$ cat config.mk
export PLATFORM = sky130hd
export DESIGN_NAME = stopwatch_ctrl
export DESIGN_NICKNAME = d
export VERILOG_FILES = /design/src/rtl/stopwatch_ctrl.sv
export SDC_FILE = /design/constraint.sdc
export NUM_CORES = 1
export LEC_CHECK = 0
export ABC_CLOCK_PERIOD_IN_PS = 2350
export CORE_MARGIN = 2
export CORE_UTILIZATION = 40
export CTS_CLUSTER_DIAMETER = 30
export CTS_CLUSTER_SIZE = 8
export DETAILED_ROUTE_END_ITERATION = 8
export PLACE_DENSITY = 0.71
export REMOVE_ABC_BUFFERS = 1
export SLEW_MARGIN = 25
export SYNTH_ARGS = -nofsm -noshare
export SYNTH_HDL_FRONTEND = slang
export SYNTH_SLANG_ARGS = --single-unit
$ cat constraint.sdc
create_clock -name clk_100MHz -period 2.35 [get_ports clk_100MHz]
set_clock_uncertainty 0.05 [all_clocks]
set_input_delay 0.235 -clock clk_100MHz [delete_from_list [all_inputs] [get_ports clk_100MHz]]
set_output_delay 0.235 -clock clk_100MHz [all_outputs]
set_load 0.05 [all_outputs]
$ cat src/rtl/stopwatch_ctrl.sv
// -----------------------------------------------------------------------------
// stopwatch_ctrl
//   MM:SS.t stopwatch controller. A prescaler divides clk_100MHz down to a
//   0.1 s tick while running. Five BCD digit counters hold the elapsed time.
//   The lap function freezes the displayed time while the counters keep running.
//
// Ports
//   clk_100MHz   in   system clock, rising edge
//   reset        in   asynchronous, active-high reset
//   start_stop   in   1-cycle pulse: IDLE->RUN, RUN->PAUSE, PAUSE->RUN
//   clear        in   1-cycle pulse: back to IDLE with time zeroed
//   lap          in   1-cycle pulse: freeze/unfreeze the display
//   tick_10Hz    out  1-cycle pulse per counted 0.1 s
//   running      out  high while in RUN
//   lap_frozen   out  high while the display shows the latched lap time
//   d_tenths, d_sec_ones, d_sec_tens, d_min_ones, d_min_tens
//                out  displayed BCD digits (4 bits each)
// -----------------------------------------------------------------------------
`timescale 1ns/1ps

module stopwatch_ctrl #(
    parameter int unsigned TICK_DIV = 10_000_000
) (
    input  logic       clk_100MHz,
    input  logic       reset,
    input  logic       start_stop,
    input  logic       clear,
    input  logic       lap,
    output logic       tick_10Hz,
    output logic       running,
    output logic       lap_frozen,
    output logic [3:0] d_tenths,
    output logic [3:0] d_sec_ones,
    output logic [3:0] d_sec_tens,
    output logic [3:0] d_min_ones,
    output logic [3:0] d_min_tens
);

    typedef enum logic [1:0] {
        IDLE,
        RUN,
        PAUSE
    } state_t;

    localparam logic [23:0] PS_MAX = 24'(TICK_DIV - 1);

    // Digit order: [0]=tenths, [1]=sec_ones, [2]=sec_tens, [3]=min_ones, [4]=min_tens
    localparam logic [4:0][3:0] DIGIT_MAX = {4'd5, 4'd9, 4'd5, 4'd9, 4'd9};

    state_t          state_q, state_d;
    logic [23:0]     ps_q, ps_d;
    logic [4:0][3:0] time_q, time_d;
    logic [4:0][3:0] latch_q, latch_d;
    logic [4:0][3:0] disp_q, disp_d;
    logic [4:0][3:0] time_inc;
    logic            frozen_q, frozen_d;
    logic            tick_q, tick_d;
    logic            run_q, run_d;
    logic            tick_now;
    logic            carry;

    // BCD ripple increment; 59:59.9 rolls over to 00:00.0 naturally.
    always_comb begin
        time_inc = time_q;
        carry    = 1'b1;
        for (int unsigned i = 0; i < 5; i++) begin
            if (carry) begin
                if (time_q[i] == DIGIT_MAX[i]) begin
                    time_inc[i] = '0;
                end else begin
                    time_inc[i] = time_q[i] + 4'd1;
                    carry       = 1'b0;
                end
            end
        end
    end

    always_comb begin
        state_d  = state_q;
        ps_d     = ps_q;
        time_d   = time_q;
        latch_d  = latch_q;
        frozen_d = frozen_q;
        tick_d   = 1'b0;
        tick_now = (state_q == RUN) && (ps_q == PS_MAX);

        if (clear) begin
            state_d  = IDLE;
            ps_d     = '0;
            time_d   = '0;
            latch_d  = '0;
            frozen_d = 1'b0;
        end else begin
            // Counting depends only on the current state, so a tick coinciding
            // with start_stop is still applied before entering PAUSE.
            if (state_q == RUN) begin
                if (tick_now) begin
                    ps_d   = '0;
                    time_d = time_inc;
                    tick_d = 1'b1;
                end else begin
                    ps_d = ps_q + 24'd1;
                end
            end else if (state_q == IDLE) begin
                ps_d = '0;
            end

            if (start_stop) begin
                // A lap in the same cycle is dropped.
                unique case (state_q)
                    IDLE:    state_d = RUN;
                    RUN:     state_d = PAUSE;
                    PAUSE:   state_d = RUN;
                    default: state_d = IDLE;
                endcase
            end else if (lap) begin
                unique case (state_q)
                    RUN: begin
                        if (!frozen_q) begin
                            // time_q is the pre-increment value if a tick lands now.
                            latch_d  = time_q;
                            frozen_d = 1'b1;
                        end else begin
                            frozen_d = 1'b0;
                        end
                    end
                    PAUSE:   frozen_d = 1'b0;
                    default: ;
                endcase
            end
        end

        run_d  = (state_d == RUN);
        // Display register is fed from next-state values so it never lags the counters.
        disp_d = frozen_d ? latch_d : time_d;
    end

    always_ff @(posedge clk_100MHz or posedge reset) begin
        if (reset) begin
            state_q  <= IDLE;
            ps_q     <= '0;
            time_q   <= '0;
            latch_q  <= '0;
            disp_q   <= '0;
            frozen_q <= 1'b0;
            tick_q   <= 1'b0;
            run_q    <= 1'b0;
        end else begin
            state_q  <= state_d;
            ps_q     <= ps_d;
            time_q   <= time_d;
            latch_q  <= latch_d;
            disp_q   <= disp_d;
            frozen_q <= frozen_d;
            tick_q   <= tick_d;
            run_q    <= run_d;
        end
    end

    assign tick_10Hz  = tick_q;
    assign running    = run_q;
    assign lap_frozen = frozen_q;
    assign d_tenths   = disp_q[0];
    assign d_sec_ones = disp_q[1];
    assign d_sec_tens = disp_q[2];
    assign d_min_ones = disp_q[3];
    assign d_min_tens = disp_q[4];

endmodule
==> Word-level counts from Yosys, hierarchy flattened <==
Cells that the tools add are included.
{ "classes": {"add_sub_neg": 6, "n_eq_ne": 9, "n_mux": 40, "reduce_logical": 4} }
{ "ops": {"columns": ["cell", "n"], "rows": [
  ["20-bit two-way mux", 9],
  ["24-bit two-way mux", 4],
  ["4-bit two-way mux", 9],
  ["24-bit by 1-bit adder with 24-bit output (second input constant)", 1],
  ["24-bit equality test (second input constant)", 1],
  ["4-bit by 1-bit adder with 4-bit output (second input constant)", 5],
  ["1-bit two-way mux", 14],
  ["4-bit equality test (second input constant)", 3],
  ["4-bit by 3-bit equality test with 1-bit output (second input constant)", 2],
  ["2-bit by 1-bit equality test with 1-bit output (second input constant)", 2],
  ["2-bit two-way mux", 2],
  ["2-bit case mux with 2 select lines", 1],
  ["3-bit nonzero test", 1],
  ["2-bit equality test (second input constant)", 1],
  ["2-bit zero test", 1],
  ["1-bit case mux with 2 select lines", 1],
  ["2-bit OR reduction", 1],
  ["1-bit logical AND", 1]
]} }
{ "word_totals": {"regBits": 89, "out_inout_bits": 23} }

==> Logic depth before layout (Yosys ltp) <==
Gate-level depths: netlist (run 1).
{ "logic_depth": {"word_depth": 10, "mapped_depth": 9} }

==> Least setup slack after synthesis (run 1) <==
Ideal clock, no wire load.
{ "synth_path": {"path_type": "register to register", "startpoint": "register state_q[0]", "endpoint": "register disp_q (netlist bit d_min_tens[0])", "setup_ns": 0.083, "arrival_ns": 1.966, "t_required_ns": 2.217, "setup_slack_ns": 0.252, "path_stages_with_launch": 9, "n_path_buf": 3, "cell_sequence": "dfrtp_1 ha_1 clkbuf_1 nor2b_1 mux2_2 or2_2 clkbuf_1 clkbuf_1 o21ai_0"} }
{ "synth_lines": {"columns": ["item", "line_no", "source"], "rows": [
  ["start, declared", "50", "state_t state_q, state_d;"],
  ["start signal, assigned", "149", "state_q <= state_d;"],
  ["end signal, assigned", "153", "disp_q <= disp_d;"],
  ["end, declared", "54", "logic [4:0][3:0] disp_q, disp_d;"]
]} }

==> results.json, run 1 <==
{
  "antenna_found_initial": 0,
  "cts_root_buffer": "clkbuf_8",
  "coreArea_mm2": 0.01084,
  "outcome": "finished clean",
  "cts_buffer_depth": 2,
  "grtUsageTotal_pct": 18.24,
  "regToRegStartpoint": "state_q[0]$_DFF_PP0_",
  "wl_um": 9920,
  "hp-class": "in2async",
  "cap_violations": 0,
  "cts_setup_buffers": 0,
  "power_density_mw_per_mm2": 522.9,
  "endpoint_kind": "register",
  "port_buffers": 27,
  "fin_crit_ps": 2251,
  "wl_per_cell_um": 15.52,
  "fmax_ghz": 0.4443,
  "viasPerCell": 5.518,
  "synth_ff_type": "dfrtp_1",
  "ys_warn_count": 0,
  "critPathKind": "reg2reg",
  "regToRegEndpoint": "d_tenths[3]$_DFF_PP0_",
  "die_h_um": 109.3,
  "placed_area_mm2": 0.004949,
  "avgSynthCellArea_um2": 9.642,
  "synth_area_leaders": "dfrtp_1 (50%), nand2_1 (6.9%), nor2_1 (3.8%)",
  "numCtsBuffers": 9,
  "startpoint_type": "register",
  "cts_sinks": 89,
  "max_slew_margin_pct": 65.94,
  "synth.distinct_cells": 58,
  "ys_ff_latch": 89,
  "path_max_fanout": 18,
  "hold_viol": 0,
  "drt_iter0_markers": 226,
  "hold_slack_ps": 118.2,
  "grt_overflow": 0,
  "finalNetCount": 512,
  "antenna_left": 0,
  "antenna_cells": 0,
  "grt_pass1_wl_um": 17070,
  "die_w_um": 109.3,
  "ff2ff_setup_slack_ps": 100,
  "synth.most_common_cell": "dfrtp_1",
  "htreeDepth": 3,
  "synth_area_mm2": 0.004436,
  "globalplace.congestion": 0.8232,
  "area_growth_pct": 16.39,
  "rows": 38,
  "fin_crit_sh_pct": 95.77,
  "clk_pin_slew_worst_paths_ps": 90,
  "fin_util_pct": 47.62,
  "crit_arrival_ps": 2450,
  "holdBufCountCts": 0,
  "synthArstFlopShare_pct": 100.0,
  "drc": 0,
  "yosysTopAreaCell": "dfrtp_1",
  "r2r_cells": 6,
  "synth_cells": 460,
  "slew_violations": 0,
  "dp_cells": 624,
  "drive_gt1_share_pct": 11.22,
  "detail_route.first_pass.iterations": 5,
  "synth_edf_count": 0,
  "final_cells": 639,
  "final-setup-viol-count": 0,
  "seq_area_frac_synth_pct": 50.21,
  "required_ps": 2550,
  "synth_top_cells_by_count": "dfrtp_1 (89), nand2_1 (81), nor2_1 (45)",
  "grt_pass1_vias": 3472,
  "hpwl_um": 6575,
  "synth_top_area_share_pct": 50.21,
  "start_util_pct": 40.92,
  "clk_latency_ps": 370,
  "cts_tree": "built",
  "route.vias.total": 3526,
  "leakage_nw": 2.210,
  "fin_area_mm2": 0.005162,
  "grt_max_degree": 69,
  "ir_drop_uv": 290.3,
  "die_area_mm2": 0.01195,
  "io_pins": 28,
  "worstMarginPinSlew_ps": 509.3,
  "rsz0062_at_grt": "no"
}
kinds of logic (layout without fill, tap and decap cells):
kind of cell | after synthesis | count (layout) | synth area share (%)
simple gates | 212 | 212 | 25.39
flops | 89 | 89 | 50.21
compound gates | 86 | 86 | 11.79
buf+inv | 33 | 72 | 3.159
mux | 17 | 17 | 3.893
fa+ha+maj | 12 | 12 | 3.385
xor+xnor | 11 | 11 | 2.172
stage by stage:
| step | TNS (ps) | total power, W | worst slack, ps |
|---|---|---|---|
| after global routing | 0 | 0.002806 | 7.202 |
| after floorplan | -35780 | 0.001666 | -489.4 |
| after detailed placement | 0 | 0.001752 | 81.32 |
| final | 0 | 0.002699 | 99.41 |
| after global placement | 0 | 0.001746 | 172.3 |
| after CTS | 0 | 0.002732 | 87.04 |
timing repair:
item                       in CTS  in global routing
gates cloned                    0                  0
resized for setup               1                  5
setup endpoints to repair       1                 10
registers in the layout, summed over array words and instances, names as in the netlist, 4 cells and up:
| register | cells |
|---|---|
| time_q | 20 |
| latch_q | 20 |
| d_tenths | 4 |
| d_min_ones | 4 |
| ps_q | 24 |
| d_sec_tens | 4 |
| d_sec_ones | 4 |
| d_min_tens | 4 |
worst max-delay path by stage:
stage                                         end  slack (ps)  depth (start not counted)                 start
after CTS                 d_sec_tens[3]$_DFF_PP0_          90                          6  ps_q[16]$_DFFE_PP0P_
after global placement      d_tenths[3]$_DFF_PP0_         170                          6  state_q[0]$_DFF_PP0_
after global routing         ps_q[22]$_DFFE_PP0P_           7                          8   ps_q[0]$_DFFE_PP0P_
after detailed placement    d_tenths[3]$_DFF_PP0_          80                          6  state_q[0]$_DFF_PP0_
final                       d_tenths[3]$_DFF_PP0_         100                          6  state_q[0]$_DFF_PP0_
after floorplan             d_tenths[3]$_DFF_PP0_        -490                          7  state_q[1]$_DFF_PP0_
where the power goes:
part / internal (W) / switching (W)
clock network: 0.000443 / 0.000537
logic: 0.0000489 / 0.000128
registers: 0.00154 / 0.00000620
cell usage in the layout, fill, tap and decap left out, drive strengths merged, types with 2 or more instances in the layout:
cell,synthesis,final
nor3b,2,2
a32oi,2,2
o211ai,3,3
nand3,16,16
mux2,2,2
and4,3,3
xor2,4,4
o21ai,24,24
nand3b,2,2
a41oi,4,4
inv,11,11
nand4,9,9
clkdlybuf4s50,0,26
nand2,81,81
xnor2,7,7
o311ai,2,2
ha,12,12
buf,8,20
or3,2,2
clkbuf,14,12
dfrtp,89,89
a22o,2,2
and3,12,12
nor2b,6,6
nand2b,3,3
a21oi,29,29
clkinv,0,2
a31oi,11,11
o31ai,2,2
nor3,8,8
and2,2,2
nor2,45,45
nor4,8,8
mux2i,15,15
and3b,5,5
layout make-up:
| type | instances | area [um^2] |
|---|---|---|
| Sequential cell | 89 | 2227 |
| Timing Repair Buffer | 46 | 420.4 |
| Inverter | 11 | 42.54 |
| Clock buffer | 12 | 155.1 |
| Tap cell | 140 | 175.2 |
| Clock inverter | 3 | 25.02 |
| Multi-Input combinational cell | 338 | 2117 |
| Fill cell | 987 | 5678 |
routing by layer:
metal / GRT usage, % / up-vias / share of wire, %
li1: - / 1686 / -
met1: 25.33 / 1744 / 46
met2: 28.79 / 85 / 48
met3: 3.557 / 11 / 4.4
met4: 6.058 / 0 / 1.3
met5: 0 / - / 0
critical path, stage by stage, from the launching register on:
cell      delay, ps
dfrtp_1         430
inv_1            70
ha_1            300
nand3b_1        110
mux2_2          350
or2_2           460
o311ai_1        360
(Power assumes the default switching activity.)
==> inputs of run 2 (changes only) <==
--- a/config.mk
+++ b/config.mk
@@ -5,7 +5,6 @@
 export SDC_FILE = /design/constraint.sdc
 export NUM_CORES = 1
 export LEC_CHECK = 0
-export ABC_CLOCK_PERIOD_IN_PS = 2350
 export CORE_MARGIN = 2
 export CORE_UTILIZATION = 40
 export CTS_CLUSTER_DIAMETER = 30
==> results of run 2 <==
The final DEF is identical to that of run 1; final timing and power are the same.
==> RTL edit: new RTL, flow settings as in run 2 <==
Put a register stage on the outputs `d_tenths`, `d_sec_ones`, `d_sec_tens`, `d_min_ones` and `d_min_tens`, with the module's reset. The values now appear one clock later. The other outputs are not delayed to match.
--- a/src/rtl/stopwatch_ctrl.sv
+++ b/src/rtl/stopwatch_ctrl.sv
@@ -161,9 +161,19 @@
     assign running    = run_q;
     assign lap_frozen = frozen_q;
-    assign d_tenths   = disp_q[0];
-    assign d_sec_ones = disp_q[1];
-    assign d_sec_tens = disp_q[2];
-    assign d_min_ones = disp_q[3];
-    assign d_min_tens = disp_q[4];
+    always_ff @(posedge clk_100MHz or posedge reset) begin
+        if (reset) begin
+            d_tenths   <= '0;
+            d_sec_ones <= '0;
+            d_sec_tens <= '0;
+            d_min_ones <= '0;
+            d_min_tens <= '0;
+        end else begin
+            d_tenths   <= disp_q[0];
+            d_sec_ones <= disp_q[1];
+            d_sec_tens <= disp_q[2];
+            d_min_ones <= disp_q[3];
+            d_min_tens <= disp_q[4];
+        end
+    end
 
 endmodule
Function: no difference found for any inputs over 10 cycles, from zero or initial values and one cycle with reset high; that may be too few to reach the edited logic, so the function may still have changed.
==> RTL edit against run 2 <==
- count of clock-buffer cells in the layout unchanged
- wire length increased by 5.0%
- final area grew 12%
- power is 33% higher
- worst setup slack got worse by 0.0057 ns
- area after synthesis up 11%
- sequential cell count rose by 20
- maximum frequency is 0.25% lower
- critical endpoint is now disp_q[18]
- largest power group unchanged
==> RTL edit: results (changes against run 2) <==
[status]
status=completed

[global_route]
grt_pass1_wl_um=17700  ; +3.5%
first_global_vias=3518  ; +1.3%
track_usage_pct=17.0  ; -1.2 points

[yosys]
avgSynthCellArea_sq_um=10.3  ; +6.6%
ys_top_cells_by_count=dfrtp_1 (109), nand2_1 (81), nor2_1 (45)
netlist_top_cells_area=dfrtp_1 (55%), nand2_1 (6.2%), nor2_1 (3.4%), ha_1 (3.0%), mux2i_1 (3.0%)
seq_area_frac_synth_pct=55.3  ; +5.0 points

[drt]
vias=3616  ; +2.6%
drt_wl_total_um=10400  ; +5.0%
first_iter_violations=249  ; +10%

[place]
routabilityCongestion=0.852  ; +3.4%
pre_cts_slack_ns=0.0909  ; +0.00956 ns
placed_cell_area_sq_um=5470  ; +10%
placed_cells=652  ; +4.5%
post-dp-hpwl_um=6830  ; +3.9%

[clocking]
path_clk_slew_ns=0.07  ; -0.02 ns
ctsResizeCount=0  ; -1
insertion_delay_ns=0.35  ; -0.02 ns

[layout]
stdcell_count=668  ; +4.5%
nFlopsAndLatches=109  ; +22%
nonClkBufAreaFrac_pct=7.47  ; -0.67 points
buffers=47  ; +2.2%
fin_nets=533  ; +4.1%
seq_share_pct=47.2  ; +4.1 points
final_area_sq_um=5780  ; +12%
fill_cells=1087  ; +10%
area.growth.synth_to_final_pct=17.1
multi_input_area_share_pct=36.3  ; -4.7 points

[timing]
max_slew_margin_pct=54.7  ; -11 points
fin_hold_ws_ns=0.167  ; +0.0488 ns
period_minus_slack_ns=2.26  ; +0.00566 ns

[power]
power.leakage_nw=2.52  ; +14%
p_sw_mw=0.818  ; +22%
clock_power_mw=1.51  ; +54%
comb_power_share_pct=5.2  ; -1.3 points

[setup_path]
startpoint=time_q[9]
cp_max_fo=6  ; -12
max_stage_delay_ns=0.53  ; +0.07 ns

## RTL edit: cells by family after synthesis
family,synth area share [%]
and+or+nand+nor,22.8
DFF,55.3
AOI/OAI and AO/OA,10.6
buffers and inverters,2.84
muxes,3.50
adders and majority gates,3.04
xor gates and xnor gates,1.95
## RTL edit: worst reg2reg max path, cell delays in order, from the launching register on
cell	delay, ns
dfrtp_1	0.44
inv_1	0.10
ha_1	0.17
and3b_1	0.28
nand3_4	0.14
or4_1	0.53
a22oi_1	0.30
o21ai_1	0.12
## RTL edit: layer usage
metal	vias up	track usage (%)	part of all wire (%)
met4	0	9.08	2.8
met3	18	2.64	4.4
met2	88	25.2	46
met5	-	0	0
li1	1744	-	-
met1	1766	24.3	47
## RTL edit: path summary, 6_finish.rpt
path / end / depth (start not counted)
max: disp_q[18] / 7
min: tick_10Hz / 2
max reg2reg: disp_q[18] / 7
min reg2reg: d_sec_ones[1] / 0
max in group asynchronous: ps_q[9] / 3
min in group clk_100MHz: d_sec_ones[1] / 0
